$ cat src/rtl/id_ex_stage.sv
// ID/EX pipeline register: captures decoded operands with writeback bypass,
// inserts load-use bubbles, and handles flush/stall for the EX stage.
module id_ex_stage #(
  parameter int XLEN  = 32,
  parameter int CTRLW = 8
) (
  input  logic             CLK,
  input  logic             RESET,
  input  logic             STALL,
  input  logic             FLUSH,
  input  logic             ID_VALID,
  input  logic [XLEN-1:0]  ID_PC,
  input  logic [4:0]       ID_RS1,
  input  logic [4:0]       ID_RS2,
  input  logic [4:0]       ID_RD,
  input  logic             ID_USE_RS1,
  input  logic             ID_USE_RS2,
  input  logic [XLEN-1:0]  ID_DATA1,
  input  logic [XLEN-1:0]  ID_DATA2,
  input  logic [XLEN-1:0]  ID_IMM,
  input  logic [4:0]       ID_ALUOP,
  input  logic [CTRLW-1:0] ID_CTRL,
  input  logic             WB_WRITEENABLE,
  input  logic [4:0]       WB_WRITEADDRESS,
  input  logic [XLEN-1:0]  WB_WRITEDATA,
  output logic             LOAD_USE_STALL,
  output logic             EX_VALID,
  output logic [XLEN-1:0]  EX_PC,
  output logic [XLEN-1:0]  EX_IMM,
  output logic [XLEN-1:0]  EX_DATA1,
  output logic [XLEN-1:0]  EX_DATA2,
  output logic [4:0]       EX_RS1,
  output logic [4:0]       EX_RS2,
  output logic [4:0]       EX_RD,
  output logic [4:0]       EX_ALUOP,
  output logic [CTRLW-1:0] EX_CTRL,
  output logic [31:0]      BUBBLE_COUNT
);

  logic             ex_valid_q, ex_valid_d;
  logic [XLEN-1:0]  ex_pc_q, ex_pc_d;
  logic [XLEN-1:0]  ex_imm_q, ex_imm_d;
  logic [XLEN-1:0]  ex_data1_q, ex_data1_d;
  logic [XLEN-1:0]  ex_data2_q, ex_data2_d;
  logic [4:0]       ex_rs1_q, ex_rs1_d;
  logic [4:0]       ex_rs2_q, ex_rs2_d;
  logic [4:0]       ex_rd_q, ex_rd_d;
  logic [4:0]       ex_aluop_q, ex_aluop_d;
  logic [CTRLW-1:0] ex_ctrl_q, ex_ctrl_d;
  logic [31:0]      bubble_count_q, bubble_count_d;

  logic             hazard;
  logic [XLEN-1:0]  op1, op2;

  // EX holds a load whose destination the ID instruction actually reads
  always_comb begin
    hazard = ex_valid_q & ex_ctrl_q[1] & (ex_rd_q != 5'd0) & ID_VALID &
             ((ID_USE_RS1 & (ID_RS1 == ex_rd_q)) |
              (ID_USE_RS2 & (ID_RS2 == ex_rd_q)));
  end

  assign LOAD_USE_STALL = hazard & ~FLUSH & ~RESET;

  // Register file writes on this same edge, so its read data is stale on a match
  always_comb begin
    op1 = ID_DATA1;
    op2 = ID_DATA2;
    if (ID_RS1 == 5'd0)
      op1 = '0;
    else if (WB_WRITEENABLE && (WB_WRITEADDRESS == ID_RS1))
      op1 = WB_WRITEDATA;
    if (ID_RS2 == 5'd0)
      op2 = '0;
    else if (WB_WRITEENABLE && (WB_WRITEADDRESS == ID_RS2))
      op2 = WB_WRITEDATA;
  end

  always_comb begin
    ex_valid_d     = ex_valid_q;
    ex_pc_d        = ex_pc_q;
    ex_imm_d       = ex_imm_q;
    ex_data1_d     = ex_data1_q;
    ex_data2_d     = ex_data2_q;
    ex_rs1_d       = ex_rs1_q;
    ex_rs2_d       = ex_rs2_q;
    ex_rd_d        = ex_rd_q;
    ex_aluop_d     = ex_aluop_q;
    ex_ctrl_d      = ex_ctrl_q;
    bubble_count_d = bubble_count_q;
    if (RESET || FLUSH || (!STALL && hazard)) begin
      ex_valid_d = 1'b0;
      ex_pc_d    = '0;
      ex_imm_d   = '0;
      ex_data1_d = '0;
      ex_data2_d = '0;
      ex_rs1_d   = '0;
      ex_rs2_d   = '0;
      ex_rd_d    = '0;
      ex_aluop_d = '0;
      ex_ctrl_d  = '0;
      if (RESET)
        bubble_count_d = '0;
      else if (!FLUSH)
        bubble_count_d = bubble_count_q + 32'd1;
    end else if (!STALL) begin
      ex_valid_d = ID_VALID;
      ex_pc_d    = ID_PC;
      ex_imm_d   = ID_IMM;
      ex_data1_d = op1;
      ex_data2_d = op2;
      ex_rs1_d   = ID_RS1;
      ex_rs2_d   = ID_RS2;
      ex_rd_d    = ID_RD;
      ex_aluop_d = ID_ALUOP;
      ex_ctrl_d  = ID_VALID ? ID_CTRL : '0;
    end
  end

  always_ff @(posedge CLK) begin
    ex_valid_q     <= ex_valid_d;
    ex_pc_q        <= ex_pc_d;
    ex_imm_q       <= ex_imm_d;
    ex_data1_q     <= ex_data1_d;
    ex_data2_q     <= ex_data2_d;
    ex_rs1_q       <= ex_rs1_d;
    ex_rs2_q       <= ex_rs2_d;
    ex_rd_q        <= ex_rd_d;
    ex_aluop_q     <= ex_aluop_d;
    ex_ctrl_q      <= ex_ctrl_d;
    bubble_count_q <= bubble_count_d;
  end

  assign EX_VALID     = ex_valid_q;
  assign EX_PC        = ex_pc_q;
  assign EX_IMM       = ex_imm_q;
  assign EX_DATA1     = ex_data1_q;
  assign EX_DATA2     = ex_data2_q;
  assign EX_RS1       = ex_rs1_q;
  assign EX_RS2       = ex_rs2_q;
  assign EX_RD        = ex_rd_q;
  assign EX_ALUOP     = ex_aluop_q;
  assign EX_CTRL      = ex_ctrl_q;
  assign BUBBLE_COUNT = bubble_count_q;

endmodule

$ cat config.mk
export PLATFORM = sky130hd
export DESIGN_NAME = id_ex_stage
export DESIGN_NICKNAME = d
export VERILOG_FILES = /design/src/rtl/id_ex_stage.sv
export SDC_FILE = /design/constraint.sdc
export NUM_CORES = 1
export LEC_CHECK = 0
export CELL_PAD_IN_SITES_DETAIL_PLACEMENT = 2
export CELL_PAD_IN_SITES_GLOBAL_PLACEMENT = 2
export CORE_ASPECT_RATIO = 1.5
export CORE_MARGIN = 5
export CORE_UTILIZATION = 23
export CTS_CLUSTER_SIZE = 25
export DETAILED_ROUTE_END_ITERATION = 6
export HOLD_SLACK_MARGIN = 0.02
export PLACE_DENSITY_LB_ADDON = 0.1
export REMOVE_ABC_BUFFERS = 1
export SLEW_MARGIN = 20
export SYNTH_ARGS = -nofsm -noshare
export SYNTH_HDL_FRONTEND = slang
export SYNTH_SLANG_ARGS = --single-unit
$ cat constraint.sdc
create_clock -name CLK -period 7.39 [get_ports CLK]
set_input_delay 1.8475 -clock CLK [delete_from_list [all_inputs] [get_ports CLK]]
set_output_delay 1.8475 -clock CLK [all_outputs]
set_load 0.01 [all_outputs]
==> results.cfg, run 1 <==
[status]
status = finished, final reports clean

[synth]
synthesized_instance_count = 909
syn_avg_cell_area_um2 = 9.242
synth_seq_area_share_pct = 48.85
ys_seq_elements = 189
count_of_distinct_cell_types_in_the_synthesized_netlist = 34
synthesis.yosys.warnings = 0
synth_ff_type = sky130_fd_sc_hd__dfxtp_1
netlist_area_um2 = 8401
synth_enable_flop_cells = 32
synthArstFlopShare_pct = 0

[detailed_routing]
detailedRoute.firstPassIterationCount = 4
first_iter_violations = 358
wl_per_cell_um = 22.42
drt.antenna.violating_nets = 0
drt_drc_violations_left = 0
viasPerCell = 4.792
route.final.wire_length_um = 39140
dr_total_vias = 8366

[clocking]
clock_insertion_delay_worst_skew_ns = 0.45
clock_tree.root_cell = sky130_fd_sc_hd__clkbuf_16
cts_hold_repair.buffers = 0
cts_repair_resize_count = 0
tritoncts_clock_tree = done
htree_num_levels = 4
path_clk_slew_ns = 0.07
cts-buffers-inserted = 17
tritoncts_num_sinks = 189
post-cts-setup-buffers = 0
cts-root-to-sink-buffers = 2

[global_routing]
overflow = 0
number_of_global_route_vias_before_repair = 9008
grt_max_degree = 85
initial_antenna_violation_count = 5
grt_first_pass_wirelength_um = 58820
globalRouteTotalUtil_pct = 18.74

[sta]
period_minus_slack_ns = 6.196
final.setup_skew_ns = 0.01076
max_slew.worst_pin.slew_ns = 1.013
clock.fmax_mhz = 161.4
fin_setup_tns_ns = 0
report.final.setup_viol = 0
final_max_slew_viol_count = 0
timing_hold_violations_final = 0
min_period_over_period_pct = 83.84
unrepaired_setup_endpoints_after_global_routing = no
worst_case_headroom_to_the_max_slew_limit_pct = 32.50

[run]
maxCapViolCount = 0

[pwr]
power.sequential.fraction_pct = 44.4
clock_power_share_pct = 41.3
sw_power_uw = 631.0
power_per_cell_area_nw_per_um2 = 188.0
internal_power_uw = 1888
ir_drop_v = 0.0001279
lkg_pwr_uw = 0.004344
power_frac_comb_pct = 14.4
post-layout-total-power_uw = 2519
power_switching_share_pct = 25.05

[setup_path]
timing.critical_path.slowest_cell_delay_ns = 0.54
required_ns = 5.54
path_common_cell = sky130_fd_sc_hd__clkdlybuf4s50_1
timing.critical_path.cells = clkdlybuf4s50_1 -> xor2_1 -> nor4_1 -> a32oi_4 -> or2_1 -> nor2_1 -> clkdlybuf4s50_1
crit_path_max_fanout = 4
setup.worst_path.start_class = input port
endpoint_kind = primary output
critPathArrivalTime_ns = 4.35
crit_path_top_delay_cell = sky130_fd_sc_hd__clkdlybuf4s50_1
ws_path_type = in2out

[placement]
buffer_ports.inserted = 390
hpwl_um = 28380
gp_congestion = 0.7802

[floorplanning]
fp-row-count = 85
floorplan.die.width_um = 166.0
starting_density_pct = 23.30
design.core.area_um2 = 36050
io_pins = 391
design.die.area_um2 = 40530
floorplan.die.height_um = 244.1

[layout]
nets = 1453
final_layout_size_suffix_gt1_share_pct = 5.063
areaGrowthSynthToFinish_pct = 59.50

[worst_hold_path]
hp-class = reg2reg
## kinds of logic (layout without fill, tap and decap cells)
kind of cell,Yosys count,count (layout),share of synthesized area (%)
compound gates,258,258,20.35
xor+xnor,47,47,4.900
fa+ha+maj,1,1,0.1489
buf+inv,90,445,4.513
flops,189,189,48.85
mux,65,65,7.760
other cells,0,4,0
simple gates,259,259,13.48
## worst paths after layout
check | cells after the start | start | slack, ns | end
setup / recovery | 7 | ID_RS1[4] | 1.19 | LOAD_USE_STALL
hold / removal | 2 | EX_DATA2[27] | 0.45 | EX_DATA2[27]
setup reg to reg | 7 | EX_RD[4] | 4.39 | EX_DATA2[1]
hold reg to reg | 2 | EX_DATA2[27] | 0.45 | EX_DATA2[27]
## sequential cells by signal, summed over array words and instances (netlist names)
signal	cells
EX_PC	32
EX_IMM	32
BUBBLE_COUNT	32
EX_VALID	1
EX_RD	5
EX_DATA2	32
EX_DATA1	32
EX_RS1	5
EX_RS2	5
EX_ALUOP	5
EX_CTRL	8
## power by group through the flow
stage | clock, µW | combinational, µW | sequential [µW]
2_1_floorplan | 0 | 96.2 | 1150
3_3_place_gp | 0 | 365 | 1140
3_5_place_dp | 0 | 369 | 1140
4_1_cts | 1080 | 371 | 1120
5_1_grt | 1120 | 390 | 1120
6_report | 1040 | 363 | 1120
## synthesized netlist by cell type (8+ instances only)
| cell type | count | area share (%) |
|---|---|---|
| sky130_fd_sc_hd__nand2_1 | 167 | 7.5 |
| sky130_fd_sc_hd__dfxtp_1 | 157 | 37 |
| sky130_fd_sc_hd__a21oi_1 | 95 | 5.7 |
| sky130_fd_sc_hd__o211ai_1 | 92 | 8.2 |
| sky130_fd_sc_hd__o31ai_1 | 65 | 5.8 |
| sky130_fd_sc_hd__mux2i_1 | 64 | 7.6 |
| sky130_fd_sc_hd__clkbuf_1 | 55 | 2.5 |
| sky130_fd_sc_hd__nor2_1 | 38 | 1.7 |
| sky130_fd_sc_hd__xor2_1 | 37 | 3.9 |
| sky130_fd_sc_hd__edfxtp_1 | 32 | 11 |
| sky130_fd_sc_hd__buf_2 | 27 | 1.6 |
| sky130_fd_sc_hd__nand4_1 | 13 | 0.97 |
| sky130_fd_sc_hd__nand3_1 | 10 | 0.60 |
| sky130_fd_sc_hd__xnor2_1 | 10 | 1.0 |
| sky130_fd_sc_hd__and3_1 | 8 | 0.60 |
## cells in the final DEF, fill, tap and decap left out, types with 2 or more instances in the layout
cell and n:
sky130_fd_sc_hd__a21oi_1 95, sky130_fd_sc_hd__and3_1 6, sky130_fd_sc_hd__and3_2 2, sky130_fd_sc_hd__and4_1 2, sky130_fd_sc_hd__buf_4 18, sky130_fd_sc_hd__bufinv_16 4
sky130_fd_sc_hd__clkbuf_16 18, sky130_fd_sc_hd__clkdlybuf4s50_1 389, sky130_fd_sc_hd__clkinv_2 2, sky130_fd_sc_hd__clkinv_4 4, sky130_fd_sc_hd__dfxtp_1 157, sky130_fd_sc_hd__diode_2 4
sky130_fd_sc_hd__edfxtp_1 32, sky130_fd_sc_hd__inv_1 5, sky130_fd_sc_hd__inv_6 2, sky130_fd_sc_hd__mux2i_1 64, sky130_fd_sc_hd__nand2_1 167, sky130_fd_sc_hd__nand3_1 10
sky130_fd_sc_hd__nand4_1 13, sky130_fd_sc_hd__nor2_1 35, sky130_fd_sc_hd__nor2_2 2, sky130_fd_sc_hd__nor2b_1 3, sky130_fd_sc_hd__nor4_1 4, sky130_fd_sc_hd__nor4_4 2
sky130_fd_sc_hd__o211ai_1 92, sky130_fd_sc_hd__o21ai_0 3, sky130_fd_sc_hd__o31ai_1 64, sky130_fd_sc_hd__or3_1 2, sky130_fd_sc_hd__or4_1 3, sky130_fd_sc_hd__xnor2_1 10
sky130_fd_sc_hd__xor2_1 37
## worst max-delay path, delay by kind of cell
family | cells | cell delay (ns)
xor+xnor | 1 | 0.20
compound gates | 1 | 0.21
simple gates | 3 | 1.01
buf+inv | 2 | 1.07
## layer usage
layer,share of wire [%],global-route usage (%),wire length (µm),vias up
met5,0.046,0,18,-
met4,1.8,5.511,695,2
met3,8.7,7.237,3411,32
met2,50,32.78,19620,285
met1,39,21.18,15400,4097
li1,-,-,-,3950
## metrics by stage
stage	worst slack, ns	hold slack, ns	utilization (%)	instances	instance area [µm²]
6_report	1.194	0.4520	37.16	1746	13400
5_1_grt	1.089	0.4794	37.15	1744	13390
4_1_cts	1.150	0.4595	37.14	1742	13390
3_5_place_dp	1.155	0.4418	35.33	1710	12740
3_3_place_gp	1.125	0.4331	35.33	1710	12740
2_1_floorplan	0.5942	0.4803	-	825	8044
## final cells by class
type                            instances  area [µm²]
Tap cell                              478       598.1
Timing Repair Buffer                  407        4029
Sequential cell                       189        4104
Antenna cell                            4       10.01
Multi-Input combinational cell        630        3985
Clock inverter                         12       182.7
Inverter                                6       22.52
Fill cell                            3920       22650
Clock buffer                           20       467.9
(Power assumes the default switching activity.)
==> inputs of run 2 (changes only) <==
Settings changed: CORE_UTILIZATION 23 to 21.
Clock period 7.39 ns to 5 ns, I/O delays scaled along.
==> run 2 against run 1 <==
  * Sequential cell count unchanged
  * Sequential power increased by 47%
  * Power increased by 45%
  * Clock skew rose by 0.0021 ns
  * Worst hold slack worse by 0.0035 ns
  * Largest power group unchanged
  * Highest routed layer unchanged
==> results.cfg, run 2 (synthesis results as in run 1) <==
[status]
status = finished, final reports clean

[detailed_routing]
drt_drc_violations_left = 0
viasPerCell = 4.726
first_iter_violations = 283
detailedRoute.firstPassIterationCount = 4
wl_per_cell_um = 21.77
drt.antenna.violating_nets = 0
route.final.wire_length_um = 38840
dr_total_vias = 8432

[floorplanning]
floorplan.die.height_um = 255.0
fp-row-count = 89
design.core.area_um2 = 39420
io_pins = 391
design.die.area_um2 = 44190
floorplan.die.width_um = 173.3
starting_density_pct = 21.31

[setup_path]
ws_path_type = in2out
critPathArrivalTime_ns = 3.60
required_ns = 3.75
setup.worst_path.start_class = input port
endpoint_kind = primary output
crit_path_max_fanout = 2

[placement]
detailed_place.area_um2 = 12910
gp_congestion = 0.7342
placement.setup.worst_slack_ns = 0.1277
hpwl_um = 27910
buffer_ports.inserted = 390

[global_routing]
initial_antenna_violation_count = 6
number_of_global_route_vias_before_repair = 8952
overflow = 0
grt_first_pass_wirelength_um = 57760
globalRouteTotalUtil_pct = 16.94
grt_max_degree = 85

[sta]
final.setup.worst_slack_ns = 0.1512
min_period_over_period_pct = 96.98
period_minus_slack_ns = 4.849
worst_case_headroom_to_the_max_slew_limit_pct = 33.21
unrepaired_setup_endpoints_after_global_routing = no
max_slew.worst_pin.slew_ns = 1.002
timing_hold_violations_final = 0
report.final.setup_viol = 0
final_max_slew_viol_count = 0
final.setup_skew_ns = 0.01290
clock.fmax_mhz = 206.2
fin_setup_tns_ns = 0

[layout]
areaGrowthSynthToFinish_pct = 61.08
nets = 1469
fin_util_pct = 34.33
layout_commonest_cell = sky130_fd_sc_hd__clkdlybuf4s50_1
stdcell_area_um2 = 13530
most-common-layout-cells = 389 x sky130_fd_sc_hd__clkdlybuf4s50_1, 167 x sky130_fd_sc_hd__nand2_1, 157 x sky130_fd_sc_hd__dfxtp_1, 95 x sky130_fd_sc_hd__a21oi_1, 92 x sky130_fd_sc_hd__o211ai_1
final_layout_size_suffix_gt1_share_pct = 6.177

[worst_hold_path]
hp-class = reg2reg

[clocking]
htree_num_levels = 4
clock_insertion_delay_worst_skew_ns = 0.44
path_clk_slew_ns = 0.06
cts-root-to-sink-buffers = 2
tritoncts_clock_tree = done
cts_hold_repair.buffers = 0
cts-buffers-inserted = 17
tritoncts_num_sinks = 189
post-cts-setup-buffers = 0
clock_tree.root_cell = sky130_fd_sc_hd__clkbuf_16
cts_repair_resize_count = 0

[pwr]
power_per_cell_area_nw_per_um2 = 269.2
lkg_pwr_uw = 0.004404
ir_drop_v = 0.0001461

[run]
maxCapViolCount = 0
run 2: path summary, 6_finish.rpt:
kind / startpoint / slack, ns / cells after the start / end
hold reg to reg: EX_DATA1[20] / 0.45 / 2 / EX_DATA1[20]
setup / recovery: ID_RS1[4] / 0.15 / 8 / LOAD_USE_STALL
setup reg to reg: EX_RD[4] / 2.04 / 8 / EX_DATA1[26]
hold / removal: EX_DATA1[20] / 0.45 / 2 / EX_DATA1[20]
run 2: stage by stage:
| stage | instances | hold slack, ns | power [µW] |
|---|---|---|---|
| final | 1784 | 0.4485 | 3643 |
| after global routing | 1781 | 0.4785 | 3817 |
| after CTS | 1779 | 0.4564 | 3731 |
| after detailed placement | 1748 | 0.4396 | 2245 |
| after global placement | 1748 | 0.4324 | 2237 |
| after floorplan | 825 | 0.4803 | 1846 |
run 2: cell type report:
class	count	area [µm²]
Fill cell	4353	25890
Timing Repair Buffer	423	4174
Sequential cell	189	4104
Multi-Input combinational cell	630	3985
Tap cell	500	625.6
Clock buffer	20	479.2
Clock inverter	11	128.9
Inverter	6	22.52
Antenna cell	5	12.51
run 2: worst max-delay path, cell delays in order:
cell and delay, ns:
sky130_fd_sc_hd__clkdlybuf4s50_1 0.44, sky130_fd_sc_hd__xor2_1 0.18, sky130_fd_sc_hd__nor4_1 0.41, sky130_fd_sc_hd__buf_4 0.20, sky130_fd_sc_hd__a32oi_4 0.11, sky130_fd_sc_hd__or2_1 0.34, sky130_fd_sc_hd__nor2_1 0.12, sky130_fd_sc_hd__clkdlybuf4s50_1 0.54
run 2: routing by layer:
metal / up-vias / wire (µm) / GRT usage [%]
met5: - / 27 / 0
met4: 4 / 704 / 5.112
met3: 35 / 3340 / 6.930
met2: 282 / 19410 / 29.45
met1: 4129 / 15360 / 19.14
li1: 3982 / - / -
run 2: power breakdown:
part           internal, µW  switching, µW  total, µW  leakage [µW]
clock network           800            646       1450      0.000294
registers              1610           44.3       1650       0.00161
logic                   307            240        547       0.00250
total                  2710            930       3640       0.00440
==> inputs of run 3 (changes only) <==
Settings changed: CELL_PAD_IN_SITES_DETAIL_PLACEMENT 2 to 1, CELL_PAD_IN_SITES_GLOBAL_PLACEMENT 2 to 1, CORE_UTILIZATION 21 to 27.
==> run 3 against run 2 <==
  * Power is 0.41% lower
  * Sequential cell count unchanged
  * Largest cell class unchanged
  * Critical path type unchanged
  * Wire length decreased by 9.2%
==> results.cfg, run 3 (synthesis results as in run 1) <==
[layout]
final_layout_size_suffix_gt1_share_pct = 5.887
most-common-layout-cells = 389 x sky130_fd_sc_hd__clkdlybuf4s50_1, 167 x sky130_fd_sc_hd__nand2_1, 157 x sky130_fd_sc_hd__dfxtp_1, 95 x sky130_fd_sc_hd__a21oi_1, 92 x sky130_fd_sc_hd__o211ai_1
nets = 1463
areaGrowthSynthToFinish_pct = 59.09
layout_commonest_cell = sky130_fd_sc_hd__clkdlybuf4s50_1

[clocking]
cts_repair_resize_count = 0
cts_hold_repair.buffers = 0
cts-root-to-sink-buffers = 2
clock_insertion_delay_worst_skew_ns = 0.45
tritoncts_num_sinks = 189
path_clk_slew_ns = 0.07
htree_num_levels = 4
tritoncts_clock_tree = done
cts-buffers-inserted = 17
post-cts-setup-buffers = 0
clock_tree.root_cell = sky130_fd_sc_hd__clkbuf_16

[worst_hold_path]
worstHoldEndpoint = EX_DATA1[19]
hold-path-cell-count = 2
worst_hold_startpoint = EX_DATA1[19]
hp-class = reg2reg

[setup_path]
critPathArrivalTime_ns = 3.51
crit-reg2reg-launch = EX_RD[3]
timing.critical_path.cells = clkdlybuf4s50_1 -> xor2_1 -> nor4_1 -> buf_4 -> a32oi_4 -> or2_1 -> nor2_1 -> clkdlybuf4s50_1
r2r.worst_path.cells = 8
required_ns = 3.75
cpLargestDelayFamily = buffers and inverters
cp.buffers_inverters = 3
crit_path_top_delay_cell = sky130_fd_sc_hd__clkdlybuf4s50_1
reg2reg_slack_ns = 2.08
ws_path_type = in2out
timing.critical_path.slowest_cell_delay_ns = 0.54
rr_endpoint = EX_DATA2[12]
crit_path_max_fanout = 4
path_common_cell = sky130_fd_sc_hd__clkdlybuf4s50_1
setup.worst_path.start_class = input port
endpoint_kind = primary output

[sta]
clock.fmax_mhz = 210.0
report.final.setup_viol = 0
period_minus_slack_ns = 4.762
timing_hold_violations_final = 0
worst_case_headroom_to_the_max_slew_limit_pct = 49.05
final_max_slew_viol_count = 0
final.setup_skew_ns = 0.01277
unrepaired_setup_endpoints_after_global_routing = no
max_slew.worst_pin.slew_ns = 0.7642
min_period_over_period_pct = 95.25
final.setup.worst_slack_ns = 0.2376
fin_setup_tns_ns = 0

[pwr]
ir_drop_v = 0.0002173
lkg_pwr_uw = 0.004382
power_per_cell_area_nw_per_um2 = 271.5

[status]
status = finished, final reports clean

[floorplanning]
design.die.area_um2 = 34810
fp-row-count = 79
floorplan.die.height_um = 226.0
floorplan.die.width_um = 154.0
design.core.area_um2 = 30840
starting_density_pct = 27.24
io_pins = 391

[detailed_routing]
route.final.wire_length_um = 35260
detailedRoute.firstPassIterationCount = 4
dr_total_vias = 8201
wl_per_cell_um = 20.98
first_iter_violations = 370
drt.antenna.violating_nets = 0
drt_drc_violations_left = 0
viasPerCell = 4.879

[global_routing]
globalRouteTotalUtil_pct = 19.72
globalRoute.busiestLayer = met2
grtUsageMet3_pct = 8.570
grt_first_pass_wirelength_um = 53610
grt_util_met2_pct = 34.49
overflow = 0
global_route.usage.met1_pct = 21.76
initial_antenna_violation_count = 2
grt_max_degree = 65
number_of_global_route_vias_before_repair = 8705

[placement]
hpwl_um = 25530
gp_congestion = 0.7706
buffer_ports.inserted = 390
placement.setup.worst_slack_ns = 0.2052

[run]
maxCapViolCount = 0
run 3: per-stage QoR:
stage               std cells  hold slack, ns  total power [µW]  cell area (µm²)  util, %
finish                   1681          0.4525              3628            13360    43.33
global route             1679          0.4749              3779            13360    43.32
CTS                      1679          0.4562              3690            13350    43.29
detailed placement       1647          0.4390              2228            12730    41.29
global placement         1647          0.4328              2222            12730    41.29
floorplan                 825          0.4803              1846             8044        -
run 3: worst max path at each step:
stage / cells after the start / end / startpoint / slack, ns
final: 8 / LOAD_USE_STALL / ID_RS1[2] / 0.24
after global routing: 8 / LOAD_USE_STALL / ID_RS1[3] / 0.10
after CTS: 8 / LOAD_USE_STALL / ID_RS1[3] / 0.20
after detailed placement: 8 / LOAD_USE_STALL / ID_RS1[3] / 0.21
after global placement: 8 / LOAD_USE_STALL / ID_RS1[3] / 0.17
after floorplan: 5 / BUBBLE_COUNT[0] / ID_RS1[3] / -1.20
run 3: per-layer routing:
metal  up-vias  wire, µm
li1       3966         -
met1      3910     13610
met2       289     17710
met3        34      3260
met4         2       666
met5         -        13
run 3: layout make-up:
cell class | count | area [µm²]
Multi-Input combinational cell | 630 | 3994
Clock inverter | 10 | 98.84
Fill cell | 3570 | 17480
Tap cell | 405 | 506.7
Inverter | 6 | 22.52
Antenna cell | 2 | 5.005
Timing Repair Buffer | 417 | 4116
Sequential cell | 189 | 4104
Clock buffer | 22 | 516.7
run 3: report_power, final:
part,total (µW),switching [µW],internal (µW)
clock network,1440,650,793
registers,1650,44.6,1610
logic,535,232,303
run 3: tightest hold or removal path: stages, from the launching register on:
cell,delay (ns)
sky130_fd_sc_hd__dfxtp_1,0.33
sky130_fd_sc_hd__nand2_1,0.05
sky130_fd_sc_hd__o31ai_1,0.05
